===== src/rtl/spi_flash_cmd_sequencer.sv =====
// Serial-flash operation sequencer: walks program / sector-erase / status-read byte
// sequences through a start/done byte engine, polling the busy bit where needed.
module spi_flash_cmd_sequencer #(
  parameter logic [11:0] ADDR_HI   = 12'h000,
  parameter logic [15:0] MAX_POLLS = 16'd16
) (
  input  logic        clk,
  input  logic        reset,
  input  logic        req_valid,
  input  logic [1:0]  req_op,
  input  logic [11:0] req_addr,
  input  logic [7:0]  req_data,
  output logic        req_ready,
  output logic        busy,
  output logic        done,
  output logic        error,
  output logic [7:0]  status,
  output logic        eng_start,
  output logic [7:0]  eng_tx,
  output logic        eng_cs_hold,
  input  logic        eng_done,
  input  logic [7:0]  eng_rx,
  output logic [3:0]  state_dbg
);

  typedef enum logic [3:0] {
    S_IDLE, S_WREN, S_CMD, S_A2, S_A1, S_A0, S_DATA, S_POLL_CMD,
    S_POLL_RD, S_CHECK, S_RS_CMD, S_RS_RD, S_FAIL, S_DONE
  } state_t;

  // Handshake: eng_start is a one-cycle pulse on the first cycle of each byte
  // state; eng_tx/eng_cs_hold are decoded from the state and stay stable until
  // eng_done, which is honoured only after the start cycle (started=1).

  state_t      state, state_nx, state_d;
  logic        started;
  logic [1:0]  op_q;
  logic [23:0] addr_q;
  logic [7:0]  data_q;
  logic [15:0] poll_cnt;
  logic        byte_state;
  logic        adv;
  logic        is_erase;

  assign is_erase  = (op_q == 2'b01);
  assign req_ready = (state == S_IDLE);
  assign busy      = (state != S_IDLE);
  assign done      = (state == S_DONE);
  assign state_dbg = state;

  always_comb begin
    byte_state = 1'b0;
    case (state)
      S_WREN, S_CMD, S_A2, S_A1, S_A0, S_DATA,
      S_POLL_CMD, S_POLL_RD, S_RS_CMD, S_RS_RD: byte_state = 1'b1;
      default: byte_state = 1'b0;
    endcase
  end

  assign eng_start = byte_state && !started;
  assign adv       = byte_state ? (started && eng_done) : 1'b1;
  assign state_d   = adv ? state_nx : state;

  always_comb begin
    state_nx    = state;
    eng_tx      = 8'h00;
    eng_cs_hold = 1'b0;
    case (state)
      S_IDLE: begin
        if (req_valid) begin
          case (req_op)
            2'b00, 2'b01: state_nx = S_WREN;
            2'b10:        state_nx = S_RS_CMD;
            default:      state_nx = S_FAIL;
          endcase
        end
      end
      S_WREN: begin
        eng_tx   = 8'h06;
        state_nx = S_CMD;
      end
      S_CMD: begin
        eng_tx      = is_erase ? 8'h20 : 8'h02;
        eng_cs_hold = 1'b1;
        state_nx    = S_A2;
      end
      S_A2: begin
        eng_tx      = addr_q[23:16];
        eng_cs_hold = 1'b1;
        state_nx    = S_A1;
      end
      S_A1: begin
        eng_tx      = addr_q[15:8];
        eng_cs_hold = 1'b1;
        state_nx    = S_A0;
      end
      S_A0: begin
        // Erase frame ends on the last address byte; program continues with data.
        eng_tx      = addr_q[7:0];
        eng_cs_hold = !is_erase;
        state_nx    = is_erase ? S_POLL_CMD : S_DATA;
      end
      S_DATA: begin
        eng_tx   = data_q;
        state_nx = S_POLL_CMD;
      end
      S_POLL_CMD: begin
        eng_tx      = 8'h05;
        eng_cs_hold = 1'b1;
        state_nx    = S_POLL_RD;
      end
      S_POLL_RD: begin
        eng_tx   = 8'h00;
        state_nx = S_CHECK;
      end
      S_CHECK: begin
        if (!status[0])                 state_nx = S_DONE;
        else if (poll_cnt == MAX_POLLS) state_nx = S_FAIL;
        else                            state_nx = S_POLL_CMD;
      end
      S_RS_CMD: begin
        eng_tx      = 8'h05;
        eng_cs_hold = 1'b1;
        state_nx    = S_RS_RD;
      end
      S_RS_RD: begin
        eng_tx   = 8'h00;
        state_nx = S_DONE;
      end
      S_FAIL:  state_nx = S_DONE;
      S_DONE:  state_nx = S_IDLE;
      default: state_nx = S_IDLE;
    endcase
  end

  always_ff @(posedge clk) begin
    if (!reset) begin
      state    <= S_IDLE;
      started  <= 1'b0;
      op_q     <= 2'b00;
      addr_q   <= 24'h000000;
      data_q   <= 8'h00;
      status   <= 8'h00;
      error    <= 1'b0;
      poll_cnt <= 16'd0;
    end else begin
      state   <= state_d;
      started <= byte_state && !adv;
      if (state == S_IDLE && req_valid) begin
        op_q     <= req_op;
        addr_q   <= {ADDR_HI, req_addr};
        data_q   <= req_data;
        error    <= 1'b0;
        poll_cnt <= 16'd0;
      end
      if (adv && state == S_POLL_RD) begin
        status   <= eng_rx;
        poll_cnt <= poll_cnt + 16'd1;
      end
      if (adv && state == S_RS_RD) status <= eng_rx;
      if (state == S_FAIL) error <= 1'b1;
      if (state == S_DONE) poll_cnt <= 16'd0;
    end
  end

endmodule


===== config.mk =====
export PLATFORM = sky130hd
export DESIGN_NAME = spi_flash_cmd_sequencer
export DESIGN_NICKNAME = d
export VERILOG_FILES = /design/src/rtl/spi_flash_cmd_sequencer.sv
export SDC_FILE = /design/constraint.sdc
export NUM_CORES = 1
export LEC_CHECK = 0
export BUFFER_PORTS_ARGS = -buffer_cell sky130_fd_sc_hd__clkbuf_2
export CAP_MARGIN = 20
export CORE_MARGIN = 2
export CORE_UTILIZATION = 49
export CTS_CLUSTER_SIZE = 8
export DETAILED_ROUTE_END_ITERATION = 7
export GPL_ROUTABILITY_DRIVEN = 0
export GPL_TIMING_DRIVEN = 1
export MAX_ROUTING_LAYER = met4
export PLACE_DENSITY_LB_ADDON = 0.3
export REMOVE_ABC_BUFFERS = 1
export SETUP_SLACK_MARGIN = 0.2
export SYNTH_ARGS = -nofsm -noshare
export SYNTH_HDL_FRONTEND = slang
export SYNTH_SLANG_ARGS = --single-unit

===== constraint.sdc =====
create_clock -name clk -period 1.95 [get_ports clk]
set_input_delay 0.0975 -clock clk [delete_from_list [all_inputs] [get_ports clk]]
set_output_delay 0.0975 -clock clk [all_outputs]
set_load 0.01 [all_outputs]

==> flow_summary.ini, run 1 <==
[critical_path]
required_ns = 2.16
timing.rr.start = state_dbg[0]
startpoint_type = flip-flop
crit_path_end_kind = flip-flop
critical_path_class = flip-flop to flip-flop
r2r_cells = 7
path_max_fanout = 6
crit_arrival_ns = 2.16
reg2reg_slack_ns = 0.007
rr_endpoint = byte_state

[cts]
cts_root_buf = clkbuf_8
h-tree-depth = 2
cts.sinks = 53
cts_tree = done
clock_latency_ns = 0.32
cts_buffer_depth = 2
clk_pin_slew_ns = 0.10
cts_inserted_buffers = 5

[logic_synthesis]
ys_seq_area_share_pct = 37.7
ys_warn_count = 0
yosysMostFrequentCell = nand2_1
yosysUniqueCellTypes = 62
netlist_area_um2 = 2820
synth_edf_count = 0
ys_async_sr_fraction_pct = 0
synth_commonest_cells = nand2_1 (64), dfxtp_1 (53), nor2_1 (26)
avgSynthCellArea_um2 = 8.16
synth_top_area_cell = dfxtp_1
synthFlopType = dfxtp_1
synth_top_area_share_pct = 37.7
postSynthCellCount = 345
synth-seq-cells = 53
synth_area_leaders = dfxtp_1 (38%), nand2_1 (8.5%), a21oi_1 (4.1%)

[power_and_ir_drop]
p_total_uw = 5700
irDropWorstVdd_v = 0.000856
p_leak_uw = 0.00166
p_per_area_nw_per_um2 = 1430

[hold_path]
hp-class = primary input to flip-flop
whs_endpoint = data_q[2]
hp-start = req_data[2]
hold_depth = 3

[sta]
fmax_mhz = 515
slew_viol_final = 0
final-setup-viol-count = 0
slew_headroom_pct = 72.7
worstMarginPinSlew_ns = 0.409
fin_skew_ns = 0.0135
period_needed_ns = 1.94
fin_crit_sh_pct = 99.6
hold_ws_ns = -0.000437
hold_viol = 1
rsz0062_at_grt = true

[floorplanning]
dieArea_um2 = 6370
start_util_pct = 50.8
io_pins = 60
die_w_um = 79.8
coreArea_um2 = 5540
rows = 27
die_y_um = 79.8

[outcome]
status = complete, but fails checks
violations = hold timing

[run]
maxCapViolCount = 0

[global_route]
grt_start_max_net_pins = 23
track_usage_pct = 26.4
grt-ovfl-total = 0
grt_pass1_wl_um = 12800
grt_pass1_vias = 2698
antenna_found_initial = 0

[finish]
fin_nets = 488
n_antenna_cell = 0
utilization_pct = 72.0
drive_above_1_share_pct = 40.4
area_growth_syn_to_layout_pct = 41.7
fillers = 426
finalInstanceArea_um2 = 3990

[route]
ant_nets = 0
drt_wl_total_um = 8710
route.detailed.drc = 0
wl_per_cell_um = 16.6
dr.pass1.iters = 5
via_per_inst = 5.70
drt_iter0_markers = 160
via_count = 2991

[place]
port_buffers = 59
placed_area_um2 = 3440
hpwl_um = 5300
## area by class of cell
type / instances / area (um2) / area share [%]
clock inverter: 1 / 30.0 / 0.753
multi-input combinational: 262 / 1830 / 45.9
clock buffer: 7 / 86.3 / 2.16
timing repair buffer: 122 / 838 / 21.0
tap: 72 / 90.1 / 2.26
inverter: 8 / 32.5 / 0.815
sequential: 53 / 1080 / 27.1
## critical path, cell delays in order (launching register included)
cell and delay (ns):
dfxtp_4 0.39, clkbuf_2 0.17, o211ai_1 0.24, o311a_4 0.26, nand2_1 0.06, o211a_1 0.23
mux2_4 0.26, a211o_1 0.22
## cell usage in the layout (no fill, tap or decap), types with 3 or more instances in the layout
cell type / n
nand3_1: 6
nor3_1: 3
inv_1: 5
dfxtp_1: 44
dfxtp_2: 5
mux2i_1: 9
o21ai_1: 3
a22oi_1: 3
and3_1: 4
nand2_2: 3
a311oi_1: 3
nand2b_1: 3
clkbuf_2: 58
clkbuf_8: 6
o21ai_0: 7
nor2_4: 4
a21boi_0: 10
buf_6: 4
o22ai_1: 3
nand2_1: 62
dlygate4sd3_1: 3
a21boi_1: 15
and2_1: 3
buf_4: 51
nand4_1: 4
dfxtp_4: 4
nor2b_1: 10
mux2_4: 4
a21oi_1: 20
nor2_1: 22
## stage by stage
step                instances  setup TNS, ns  hold WS, ns  setup WS, ns
floorplan                 323          -6.55        0.219        -0.492
global placement          496              0        0.319        0.0414
detailed placement        496        -0.0600        0.326       -0.0600
CTS                       512              0     0.000615        0.0957
global route              525         -0.132      0.00309       -0.0928
finish                    525              0    -0.000437       0.00743
## per-layer routing
layer | wire length [um] | up-vias | track usage, % | part of all wire, %
met3 | 493 | 26 | 4.52 | 5.7
met1 | 3440 | 1398 | 31.8 | 40
met5 | 0 | - | - | 0
li1 | - | 1432 | - | -
met4 | 261 | 0 | 12.2 | 3.0
met2 | 4510 | 135 | 43.2 | 52
## how the worst max path moves through the flow
stage	from	to	slack [ns]	cells after the start
floorplan	state_dbg[0]	byte_state	-0.49	6
global placement	state_dbg[2]	byte_state	0.04	7
detailed placement	poll_cnt[1]	byte_state	-0.06	8
CTS	state_dbg[2]	byte_state	0.1	6
global route	poll_cnt[1]	poll_cnt[14]	-0.09	9
finish	state_dbg[0]	byte_state	0.007	7
## flip-flops by register name, indices dropped and copies added (netlist names)
| signal | flops |
|---|---|
| op_q | 2 |
| poll_cnt | 16 |
| byte_state | 1 |
| started | 1 |
| error | 1 |
| state_dbg | 4 |
| status | 8 |
| addr_q | 12 |
| data_q | 8 |
## cells by family (layout without fill, tap and decap cells)
family	Yosys count	count (layout)	synth area share, %
AOI/OAI and AO/OA	93	93	23.6
muxes	16	16	6.13
adders and majority gates	2	2	0.889
and+or+nand+nor	149	149	26.3
DFF	53	53	37.7
xor gates and xnor gates	2	2	0.622
buffers and inverters	30	138	4.80
## report_power, final
group	switching (uW)	total [uW]	internal, uW
logic	1800	3370	1570
registers	207	1540	1340
clock network	365	784	419
total	2370	5700	3330
## repair_timing
action	4_1_cts	5_1_grt
setup buffers	5	12
endpoints found under the hold margin	3	0
gates cloned	0	1
resized for setup	35	38
pin swaps	10	17
hold buffers	3	0
setup endpoints to repair	54	49
Power figures use the tool's default switching activity.
==> run 2, diff against run 1 <==
--- a/config.mk
+++ b/config.mk
@@ -14,7 +14,7 @@
 export GPL_ROUTABILITY_DRIVEN = 0
 export GPL_TIMING_DRIVEN = 1
 export MAX_ROUTING_LAYER = met4
-export PLACE_DENSITY_LB_ADDON = 0.3
+export PLACE_DENSITY_LB_ADDON = 0.08
 export REMOVE_ABC_BUFFERS = 1
 export SETUP_SLACK_MARGIN = 0.2
 export SYNTH_ARGS = -nofsm -noshare
==> run 2 against run 1 <==
Sequential power hardly changed. Largest power group unchanged. The flow now finishes without violations. Via count is 3.3% lower. Worst setup slack better by 0.056 ns. Worst hold slack better by 0.0027 ns. First-iteration DRC count is 36% lower.
==> flow_summary.ini, run 2 (synthesis gave the netlist of run 1 again) <==
[finish]
n_antenna_cell = 0
largest-register = poll_cnt
drive_above_1_share_pct = 40.6
final_cell_mix = nand2_1 (61), clkbuf_2 (56), buf_4 (48)
largestRegisters = poll_cnt x16, addr_q x12
fin_nets = 487
area_growth_syn_to_layout_pct = 41.8
largest_reg_flops = 16
final_common_cell = nand2_1

[cts]
cts.sinks = 53
cts_tree = done
clk_pin_slew_ns = 0.09
h-tree-depth = 2
clock_latency_ns = 0.31
cts_inserted_buffers = 5
cts_root_buf = clkbuf_8
cts_buffer_depth = 2

[sta]
finalWorstSetupSlack_ns = 0.0630
slew_headroom_pct = 75.1
rsz0062_at_grt = true
worstMarginPinSlew_ns = 0.374
hold_ws_ns = 0.00225
hold_viol = 0
fin_skew_ns = 0.00886
slew_viol_final = 0
fmax_mhz = 530
final-setup-viol-count = 0
period_needed_ns = 1.89
fin_crit_sh_pct = 96.8

[outcome]
status = finished, final reports clean

[floorplanning]
die_y_um = 79.8
die_w_um = 79.8
io_pins = 60
dieArea_um2 = 6370
coreArea_um2 = 5540
start_util_pct = 50.8
rows = 27

[global_route]
gr-max-usage-layer = met2
globalRouteMet1Util_pct = 31.1
antenna_found_initial = 0
grt_pass1_vias = 2767
grt_util_met3_pct = 3.51
track_usage_pct = 26.1
grt-ovfl-total = 0
grt_start_max_net_pins = 33
grt_pass1_wl_um = 12800
grtUsageMet2_pct = 44.3

[critical_path]
crit_arrival_ns = 2.09
critical_path_class = flip-flop to flip-flop
required_ns = 2.15
crit_path_end_kind = flip-flop
startpoint_type = flip-flop
path_max_fanout = 4

[hold_path]
hp-class = primary input to flip-flop

[place]
hpwl_um = 5210
port_buffers = 59
place_ws_ns = 0.0174

[power_and_ir_drop]
p_per_area_nw_per_um2 = 1490
p_leak_uw = 0.00165
irDropWorstVdd_v = 0.00126

[route]
drt_wl_total_um = 8250
drt_iter0_markers = 102
via_count = 2891
route.detailed.drc = 0
via_per_inst = 5.53
dr.pass1.iters = 4
wl_per_cell_um = 15.8
ant_nets = 0

[run]
maxCapViolCount = 0
[run 2: power by group]
group / internal, uW / switching (uW)
Sequential: 1340 / 183
Clock: 374 / 355
Combinational: 1820 / 1890
[run 2: what timing repair did]
| action | 4_1_cts | 5_1_grt |
|---|---|---|
| hold buffers | 2 | 0 |
| hold endpoints to repair | 2 | 0 |
| endpoints found under the setup margin | 43 | 38 |
| resized for setup | 25 | 49 |
| pin swaps | 9 | 13 |
| gates cloned | 1 | 1 |
| buffers inserted | 12 | 7 |
[run 2: per-stage QoR]
step	cells	utilization [%]	instance area [um2]	TNS (ns)	total power [uW]
finish	523	72.1	3990	0	5950
global route	523	72.1	3990	0	6300
CTS	515	67.7	3750	0	5400
detailed placement	493	61.8	3430	0	4300
global placement	493	61.8	3430	0	4250
floorplan	323	-	2710	-6.55	3080
[run 2: final timing paths]
path	from	to	slack, ns	cells after the start
worst max-delay path	state_dbg[3]	byte_state	0.06	6
worst max register to register	state_dbg[3]	byte_state	0.06	6
worst min-delay path	req_addr[3]	addr_q[3]	0.002	3
worst min register to register	addr_q[1]	addr_q[1]	0.45	2
[run 2: routing by layer]
| layer | wire [um] | share of wire, % |
|---|---|---|
| met4 | 179 | 2.2 |
| met5 | 0 | 0 |
| met1 | 3490 | 42 |
| met3 | 351 | 4.3 |
| met2 | 4240 | 51 |
[run 2: cell type report]
cell class | count | area [um2]
Clock buffer | 5 | 68.8
Clock inverter | 2 | 35.0
Fill cell | 454 | 1550
Inverter | 8 | 32.5
Multi-Input combinational cell | 262 | 1810
Sequential cell | 53 | 1080
Tap cell | 72 | 90.1
Timing Repair Buffer | 121 | 872
[run 2: critical path, cell delays in order, from the launching register on]
cell and delay [ns]:
dfxtp_4 0.37, or3_4 0.41, o311a_4 0.35, nand2_2 0.07
o21ai_2 0.07, mux2_4 0.30, a211o_1 0.22
